==> src/rtl/soc_clk_rst_gen.sv <==
`timescale 1ns/1ps
`default_nettype none
// ============================================================================
// Module   : soc_clk_rst_gen
// Purpose  : Programmable divided SoC clock with a glitch-free divisor-change
//            handshake, a rise strobe, and a SoC reset released on a falling
//            edge of the divided clock.
// Revision : 1.0
// ============================================================================
module soc_clk_rst_gen #(
    parameter int DIV_W       = 28,
    parameter int DEFAULT_DIV = 5000,
    parameter int RST_HOLD    = 4
) (
    input  logic             clock_i,
    input  logic             reset_i,
    input  logic [DIV_W-1:0] div_i,
    input  logic             div_valid_i,
    output logic             div_ready_o,
    output logic [DIV_W-1:0] cur_div_o,
    output logic             clk_o,
    output logic             clk_en_o,
    output logic             soc_rst_no
);

    localparam logic [DIV_W-1:0] c_DEF_DIV  = DIV_W'(DEFAULT_DIV);
    localparam logic [DIV_W-1:0] c_MIN_DIV  = DIV_W'(2);
    localparam logic [DIV_W-1:0] c_ONE      = DIV_W'(1);
    localparam int               c_RCW      = $clog2(RST_HOLD + 1);
    localparam logic [c_RCW-1:0] c_RST_HOLD = c_RCW'(RST_HOLD);
    localparam logic [c_RCW-1:0] c_RST_ONE  = c_RCW'(1);

    // ------------------------------------------------------------------
    // State
    // ------------------------------------------------------------------
    logic [DIV_W-1:0] r_cnt;
    logic [DIV_W-1:0] r_div_q;
    logic [DIV_W-1:0] r_pend_q;
    logic             r_pend_v;
    logic [c_RCW-1:0] r_rst_cnt;
    logic             r_clk;
    logic             r_clk_en;
    logic             r_soc_rst_n;

    // ------------------------------------------------------------------
    // Next-state helpers
    // ------------------------------------------------------------------
    logic             w_wrap;
    logic             w_apply;
    logic             w_accept;
    logic [DIV_W-1:0] w_cnt_next;
    logic [DIV_W-1:0] w_div_eff;
    logic [DIV_W-1:0] w_half;
    logic [DIV_W-1:0] w_req_div;
    logic             w_hold_done;
    logic             w_fall;

    always_comb begin
        w_wrap      = (r_cnt == (r_div_q - c_ONE));
        w_apply     = w_wrap && r_pend_v;
        w_accept    = div_valid_i && !r_pend_v;
        w_cnt_next  = w_wrap ? '0 : (r_cnt + c_ONE);
        // A pending divisor takes over exactly at the period boundary so the
        // new period is shaped entirely by the new value.
        w_div_eff   = w_apply ? r_pend_q : r_div_q;
        w_half      = w_div_eff >> 1;
        w_req_div   = (div_i < c_MIN_DIV) ? c_MIN_DIV : div_i;
        w_hold_done = (r_rst_cnt == c_RST_HOLD);
        w_fall      = (w_cnt_next == w_half);
    end

    // ------------------------------------------------------------------
    // Period counter and divided clock
    // ------------------------------------------------------------------
    always_ff @(posedge clock_i or posedge reset_i) begin
        if (reset_i) begin
            r_cnt    <= c_DEF_DIV - c_ONE;
            r_clk    <= 1'b0;
            r_clk_en <= 1'b0;
        end else begin
            r_cnt    <= w_cnt_next;
            r_clk    <= (w_cnt_next < w_half);
            r_clk_en <= (w_cnt_next == '0);
        end
    end

    // ------------------------------------------------------------------
    // Divisor handshake: accept and apply are mutually exclusive because
    // acceptance needs an empty slot and apply needs a full one.
    // ------------------------------------------------------------------
    always_ff @(posedge clock_i or posedge reset_i) begin
        if (reset_i) begin
            r_div_q  <= c_DEF_DIV;
            r_pend_q <= c_DEF_DIV;
            r_pend_v <= 1'b0;
        end else begin
            if (w_apply) begin
                r_div_q  <= r_pend_q;
                r_pend_v <= 1'b0;
            end else if (w_accept) begin
                r_pend_q <= w_req_div;
                r_pend_v <= 1'b1;
            end
        end
    end

    // ------------------------------------------------------------------
    // SoC reset sequencing: count rising strobes, release on the next fall.
    // ------------------------------------------------------------------
    always_ff @(posedge clock_i or posedge reset_i) begin
        if (reset_i) begin
            r_rst_cnt   <= '0;
            r_soc_rst_n <= 1'b0;
        end else begin
            if (r_clk_en && !w_hold_done) begin
                r_rst_cnt <= r_rst_cnt + c_RST_ONE;
            end
            if (w_hold_done && w_fall) begin
                r_soc_rst_n <= 1'b1;
            end
        end
    end

    assign div_ready_o = !r_pend_v;
    assign cur_div_o   = r_div_q;
    assign clk_o       = r_clk;
    assign clk_en_o    = r_clk_en;
    assign soc_rst_no  = r_soc_rst_n;

endmodule
`default_nettype wire

==> config.mk <==
export PLATFORM = sky130hd
export DESIGN_NAME = soc_clk_rst_gen
export DESIGN_NICKNAME = d
export VERILOG_FILES = /design/src/rtl/soc_clk_rst_gen.sv
export SDC_FILE = /design/constraint.sdc
export NUM_CORES = 1
export LEC_CHECK = 0
export CAP_MARGIN = 20
export CORE_UTILIZATION = 40
export DETAILED_ROUTE_END_ITERATION = 16
export SYNTH_ARGS = -nofsm -noshare
export SYNTH_HDL_FRONTEND = slang
export SYNTH_SLANG_ARGS = --single-unit
==> constraint.sdc <==
create_clock -name clock_i -period 8.12 [get_ports clock_i]
set_input_delay 1.624 -clock clock_i [delete_from_list [all_inputs] [get_ports clock_i]]
set_output_delay 1.624 -clock clock_i [all_outputs]
set_load 0.005 [all_outputs]
==> results of run 1 <==
-- through the flow --
stage	total power, mW	hold slack, ns	setup WS (ns)	cell area, sq um	std cells
2_1_floorplan	0.512	0.473	3.31	6170	612
3_3_place_gp	0.538	0.486	2.86	6870	835
3_5_place_dp	0.540	0.501	2.64	6870	835
4_1_cts	1.00	0.506	2.61	7200	851
5_1_grt	1.03	0.544	2.10	7200	851
6_report	0.990	0.499	2.58	7200	851
-- worst max-delay path: stages, from the launching register on --
cell      delay [ns]
dfrtp_1         0.44
inv_1           0.11
ha_1            0.21
or4b_2          0.77
or4_1           0.62
o31ai_1         0.31
nand4_1         0.14
nor4_1          0.38
nand4b_2        0.21
nor3_4          0.17
buf_4           0.49
mux2i_1         0.26
ha_1            0.27
a21o_1          0.18
a21o_1          0.17
a21oi_1         0.15
nor2_1          0.05
a211oi_1        0.34
o211a_1         0.20
-- cell families after synthesis --
logic type | share of synthesized area (%)
adders and majority gates | 6.29
and+or+nand+nor | 20.7
muxes | 15.5
AOI/OAI and AO/OA | 7.40
DFF | 37.3
xor gates and xnor gates | 8.66
buffers and inverters | 4.22
-- sequential cells by signal (all words and copies together) (netlist names) --
register / count
r_pend_v: 1
clk_en_o: 1
r_rst_cnt: 3
r_pend_q: 28
cur_div_o: 28
r_cnt: 28
soc_rst_no: 1
clk_o: 1
-- power by group --
part | internal [mW] | leakage, nW | total [mW] | switching (mW)
combinational | 0.0264 | 1.67 | 0.0442 | 0.0178
clock | 0.286 | 0.163 | 0.460 | 0.173
sequential | 0.473 | 1.16 | 0.486 | 0.0137
-- cells in the final DEF (no fill, tap or decap), types with 12 or more instances in the layout --
master           instances
xnor2_1                 36
o21ai_0                 13
inv_1                   12
mux2_4                  20
nand2_1                 27
dfrtp_1                 74
nand3_1                 22
mux2i_1                 27
nand4_1                 14
ha_1                    31
clkdlybuf4s50_1         62
mux2_2                  32
a21oi_1                 14
dfstp_2                 17
nor2_1                  60
nor3_1                  21
nor4_1                  20
xor2_1                  25
-- layer usage --
| metal | wire [um] | share of wire, % |
|---|---|---|
| met4 | 346 | 2.2 |
| met2 | 7660 | 49 |
| met1 | 7110 | 45 |
| met5 | 0 | 0 |
| met3 | 643 | 4.1 |
-- area by class of cell --
type	count	area [sq um]
Inverter	13	50.0
Clock buffer	12	256
Sequential cell	91	2300
Tap cell	188	235
Clock inverter	4	73.8
Timing Repair Buffer	68	666
Multi-Input combinational cell	475	3620
Fill cell	1381	7950
-- worst min-delay path by stage --
stage / start / end / cells after the start
3_3_place_gp: r_rst_cnt[0] / r_rst_cnt[0] / 1
3_5_place_dp: r_rst_cnt[0] / r_rst_cnt[0] / 1
5_1_grt: r_rst_cnt[0] / r_rst_cnt[0] / 1
2_1_floorplan: r_rst_cnt[0] / r_rst_cnt[0] / 1
6_report: r_rst_cnt[0] / r_rst_cnt[0] / 1
4_1_cts: r_rst_cnt[0] / r_rst_cnt[0] / 1
==> reports/results.tsv, run 1 <==
stage	metric	value	unit
global_route	grt_pass1_vias	4819	
logic_synthesis	synth_most_common_cell	dfrtp_1	
global_route	met2_usage	35.2	%
clock_tree	cts_resized	0	
setup_path	reg2reg_setup_slack	2.58	ns
sta	rsz0062_at_grt	no	
clock_tree	cts_tree	done	
sta	finalMaxSlewViolations	0	
sta	worstMarginPinSlew	0.842	ns
placement	gp_congestion	0.932	
setup_path	ff2ff_path_depth	18	
hold_path	hp-class	flip-flop to flip-flop	
clock_tree	clk_latency	0.35	ns
setup_path	cp.arrival	5.83	ns
detailed_routing	drc	0	
logic_synthesis	yosysWarnings	0	
pwr	p_leak	2.99	nW
sta	setup_violations	0	
setup_path	cp-start-kind	flip-flop	
logic_synthesis	ys_types	61	
logic_synthesis	synth-main-ff-cell	dfrtp_1	
global_route	met1_usage	26.6	%
setup_path	crit_end	clk_o	
floorplanning	die_area	0.0159	sq mm
setup_path	r2r_end	clk_o	
finish	antennaDiodeCount	0	
clock_tree	cts_buffer_depth	2	
logic_synthesis	synth_top_area_share	30.0	%
detailed_routing	vias_per_cell	5.77	
global_route	grt_overflow	0	
global_route	grt_max_degree	62	
sta	finalCritPeriodShare	68.2	%
global_route	grtUsageMet3	3.06	%
setup_path	endpoint_kind	flip-flop	
finish	drive_above_1_share	15.8	%
detailed_routing	drt_iter0_markers	365	
global_route	grtUsageTotal	20.7	%
clock_tree	hold_buffers	0	
floorplanning	rows	45	
setup_path	critPathKind	flip-flop to flip-flop	
logic_synthesis	synth_common_cells	dfrtp_1 (74), nor2_1 (61), xnor2_1 (36)	
sta	fin_crit	5.54	ns
logic_synthesis	synth_area	0.00617	sq mm
detailed_routing	first_pass_iters	5	
clock_tree	htree_levels	3	
detailed_routing	ant_nets	0	
detailed_routing	wl	15.8	mm
global_route	busiest_layer	met2	
finish	area_growth	16.7	%
status	status	finished, final reports clean	
clock_tree	cts-root-buf	clkbuf_16	
setup_path	crit_start	cur_div_o[0]	
floorplanning	coreArea	0.0151	sq mm
floorplanning	die_w	126	um
placement	dp_hpwl	12.1	mm
logic_synthesis	synth_fp_nets	674	
logic_synthesis	yosys_register_bits	91	
global_route	grt_first_pass_wirelength	25.5	mm
finish	final_core_util	47.5	%
global_route	antenna_found_initial	0	
logic_synthesis	synth_edf_count	0	
run	max_cap_viol_count	0	
sta	finClkSkew	0.00807	ns
clock_tree	clock_sinks	91	
logic_synthesis	yosysSeqAreaShare	37.3	%
setup_path	r2r_start	cur_div_o[0]	
pwr	vdd_drop_max	0.0988	mV
setup_path	cp_data_required_time	8.41	ns
setup_path	critPathMaxFanout	32	
logic_synthesis	synth.largest_area_cell	dfrtp_1	
sta	max_freq	180	MHz
placement	port_buffers	62	
sta	hold_viol	0	
detailed_routing	vias	4912	
logic_synthesis	synthCells	612	
floorplanning	io_pins	63	
clock_tree	postCtsSetupRepairBufs	0	
logic_synthesis	async_flop_share	100	%
detailed_routing	wire_per_inst	18.5	um
sta	relSlewSlack	43.4	%
finish	nNetsFinal	720	
logic_synthesis	postSynthAreaPerCell	10.1	sq um
clock_tree	clkSlewWorstSetupHoldPaths	0.06	ns
floorplanning	start_util	40.7	%
clock_tree	cts_buffers	9	
pwr	p_per_area	137	mW/mm^2
sta	setup_tns	0	ns
floorplanning	die_height	126	um
logic_synthesis	synth_area_leaders	dfrtp_1 (30%), dfstp_2 (7.2%), ha_1 (6.3%)	
No activity file was read; power rests on OpenSTA's default activity.
==> run 2, diff against run 1 <==
Clock period 8.12 ns to 5.5 ns, I/O delays scaled along.
==> run 2 against run 1 <==
Compared with the run above: maximum frequency is 6.0% higher; cell count grew 0.94%; utilization up 0.26 points; sequential power increased by 48%; register-to-register slack worse by 2.3 ns; critical path depth rose by 1; wire length rose by 1.3%; sequential share of layout area shrank 0.18 points; clock skew decreased by 0.0021 ns; highest routed layer unchanged; worst hold slack improved by 0.017 ns; setup slack worse by 2.3 ns; first-iteration DRC count fell by 33%; critical path type unchanged.
==> reports/results.tsv, run 2 (synthesis results as in run 1) <==
stage	metric	value	unit	change
clock_tree	clk_latency	0.35	ns	about the same
clock_tree	cts_buffer_depth	2		unchanged
global_route	grtUsageTotal	21.1	%	+0.32 points
setup_path	slowest_stage	or4b_2		
global_route	grt_overflow	0		unchanged
sta	rsz0062_at_grt	no		
clock_tree	cts-root-buf	clkbuf_16		
global_route	grt_max_degree	55		-11%
global_route	grt_first_pass_wirelength	25.8	mm	+1.4%
detailed_routing	drc	0		unchanged
floorplanning	rows	45		unchanged
finish	final_cell_mix	dfrtp_1 (74), clkdlybuf4s50_1 (62), nor2_1 (60)		
setup_path	cp.arrival	5.52	ns	-0.31 ns
hold_path	hp-class	flip-flop to flip-flop		
finish	antennaDiodeCount	0		unchanged
detailed_routing	vias	4929		+0.35%
clock_tree	htree_levels	3		unchanged
clock_tree	clkSlewWorstSetupHoldPaths	0.06	ns	about the same
setup_path	cp_data_required_time	5.79	ns	-2.62 ns
setup_path	cp-start-kind	flip-flop		
setup_path	ff2ff_path_depth	19		+1
setup_path	reg2reg_setup_slack	0.27	ns	-2.31 ns
finish	drive_above_1_share	16.7	%	+0.85 points
global_route	grt_pass1_vias	4857		+0.79%
clock_tree	cts_buffers	9		unchanged
clock_tree	clock_sinks	91		unchanged
run	max_cap_viol_count	0		unchanged
finish	final_common_cell	dfrtp_1		
setup_path	critPathMaxFanout	25		-22%
floorplanning	io_pins	63		unchanged
placement	gp_congestion	0.907		-2.6%
setup_path	r2r_end	clk_o		
sta	setup_tns	0	ns	unchanged
setup_path	r2r_start	cur_div_o[0]		
pwr	p_per_area	189	mW/mm^2	+37%
sta	setup_violations	0		unchanged
detailed_routing	drt_iter0_markers	246		-33%
detailed_routing	ant_nets	0		unchanged
sta	max_freq	191	MHz	+6.0%
floorplanning	coreArea	0.0151	sq mm	unchanged
setup_path	critPathKind	flip-flop to flip-flop		
placement	port_buffers	62		unchanged
floorplanning	die_height	126	um	unchanged
setup_path	path_buf_inv	3		+1
pwr	p_leak	3.02	nW	+0.90%
status	status	finished, final reports clean		
sta	worstMarginPinSlew	0.927	ns	+0.0847 ns
detailed_routing	first_pass_iters	5		unchanged
sta	finalCritPeriodShare	95.0	%	+27 points
finish	nNetsFinal	728		+1.1%
sta	relSlewSlack	38.2	%	-5.2 points
detailed_routing	wire_per_inst	18.6	um	+0.36%
detailed_routing	wl	16.0	mm	+1.3%
finish	area_growth	17.4	%	
sta	finClkSkew	0.00593	ns	-0.00213 ns
setup_path	cp_top_family	simple AND/OR/NAND/NOR gates		
sta	finalMaxSlewViolations	0		unchanged
pwr	total_power	1.37	mW	+38%
global_route	antenna_found_initial	0		unchanged
setup_path	endpoint_kind	flip-flop		
pwr	vdd_drop_max	0.127	mV	+28%
setup_path	crit_chain	inv_1 > ha_1 > or4b_2 > or4_1 > o31ai_1 > nand4_1 > nor4_2 > nand4b_2 > nor3_4 > buf_4 > buf_12 > mux2i_1 > ha_1 > a21o_1 > a21o_1 > a21oi_1 > nor2_1 > a211oi_1 > o211a_1		
floorplanning	die_area	0.0159	sq mm	unchanged
clock_tree	cts_tree	done		
floorplanning	die_w	126	um	unchanged
detailed_routing	vias_per_cell	5.74		-0.59%
placement	dp_hpwl	12.3	mm	+1.4%
setup_path	crit_end	clk_o		
floorplanning	start_util	40.7	%	unchanged
setup_path	crit_start	cur_div_o[0]		
sta	hold_viol	0		unchanged
sta	fin_crit	5.23	ns	-0.314 ns
setup_path	critPathMaxStageDelay	0.62	ns	-0.15 ns
setup_path	path_depth	19		+1
## run 2: power by group
| group | internal, mW | leakage, nW | switching, mW |
|---|---|---|---|
| Sequential | 0.698 | 1.16 | 0.0208 |
| Clock | 0.330 | 0.137 | 0.252 |
| Combinational | 0.0390 | 1.72 | 0.0263 |
| Total | 1.07 | 3.02 | 0.299 |
## run 2: how the worst min path moves through the flow
stage / from / end / cells after the start
floorplan: r_rst_cnt[0] / r_rst_cnt[0] / 1
global placement: r_rst_cnt[0] / r_rst_cnt[0] / 1
detailed placement: r_rst_cnt[0] / r_rst_cnt[0] / 1
CTS: r_rst_cnt[0] / r_rst_cnt[0] / 1
global route: r_pend_q[1] / r_pend_q[1] / 1
finish: clk_en_o / r_rst_cnt[2] / 1
## run 2: cell type report
cell class                 count  area, sq um
clock buffer                  14          264
clock inverter                 2         10.0
fill                        1392         7910
inverter                      13         50.0
multi-input combinational    475         3630
sequential                    91         2300
tap                          188          235
timing repair buffer          76          751
## run 2: repair_timing
| item | in CTS | in global routing |
|---|---|---|
| gates resized for setup | 0 | 2 |
| setup endpoints to repair | 0 | 1 |
| hold buffers | 0 | 0 |
| setup buffers | 0 | 2 |
## run 2: layer usage
layer / part of all wire (%) / GRT usage [%] / vias to the layer above
li1: - / - / 2348
met1: 46 / 27.5 / 2431
met2: 47 / 34.5 / 120
met3: 3.9 / 3.10 / 30
met4: 2.6 / 9.57 / 0
met5: 0 / 0 / -
## run 2: worst register-to-register path, cell delays in order (launching register included)
cell	delay [ns]
dfrtp_1	0.43
inv_1	0.10
ha_1	0.20
or4b_2	0.62
or4_1	0.58
o31ai_1	0.32
nand4_1	0.16
nor4_2	0.35
nand4b_2	0.22
nor3_4	0.31
buf_4	0.17
buf_12	0.20
mux2i_1	0.24
ha_1	0.27
a21o_1	0.18
a21o_1	0.17
a21oi_1	0.14
nor2_1	0.05
a211oi_1	0.29
o211a_1	0.20
## run 2: through the flow
step | worst slack, ns | instance area [sq um] | utilization, % | std cells | hold WS [ns]
final | 0.273 | 7240 | 47.8 | 859 | 0.517
after global routing | 0.00403 | 7240 | 47.8 | 859 | 0.540
after CTS | 0.330 | 7210 | 47.6 | 857 | 0.517
after detailed placement | 0.357 | 6940 | 45.8 | 841 | 0.504
after global placement | 0.533 | 6940 | 45.8 | 841 | 0.488
after floorplan | 0.687 | 6170 | - | 612 | 0.473
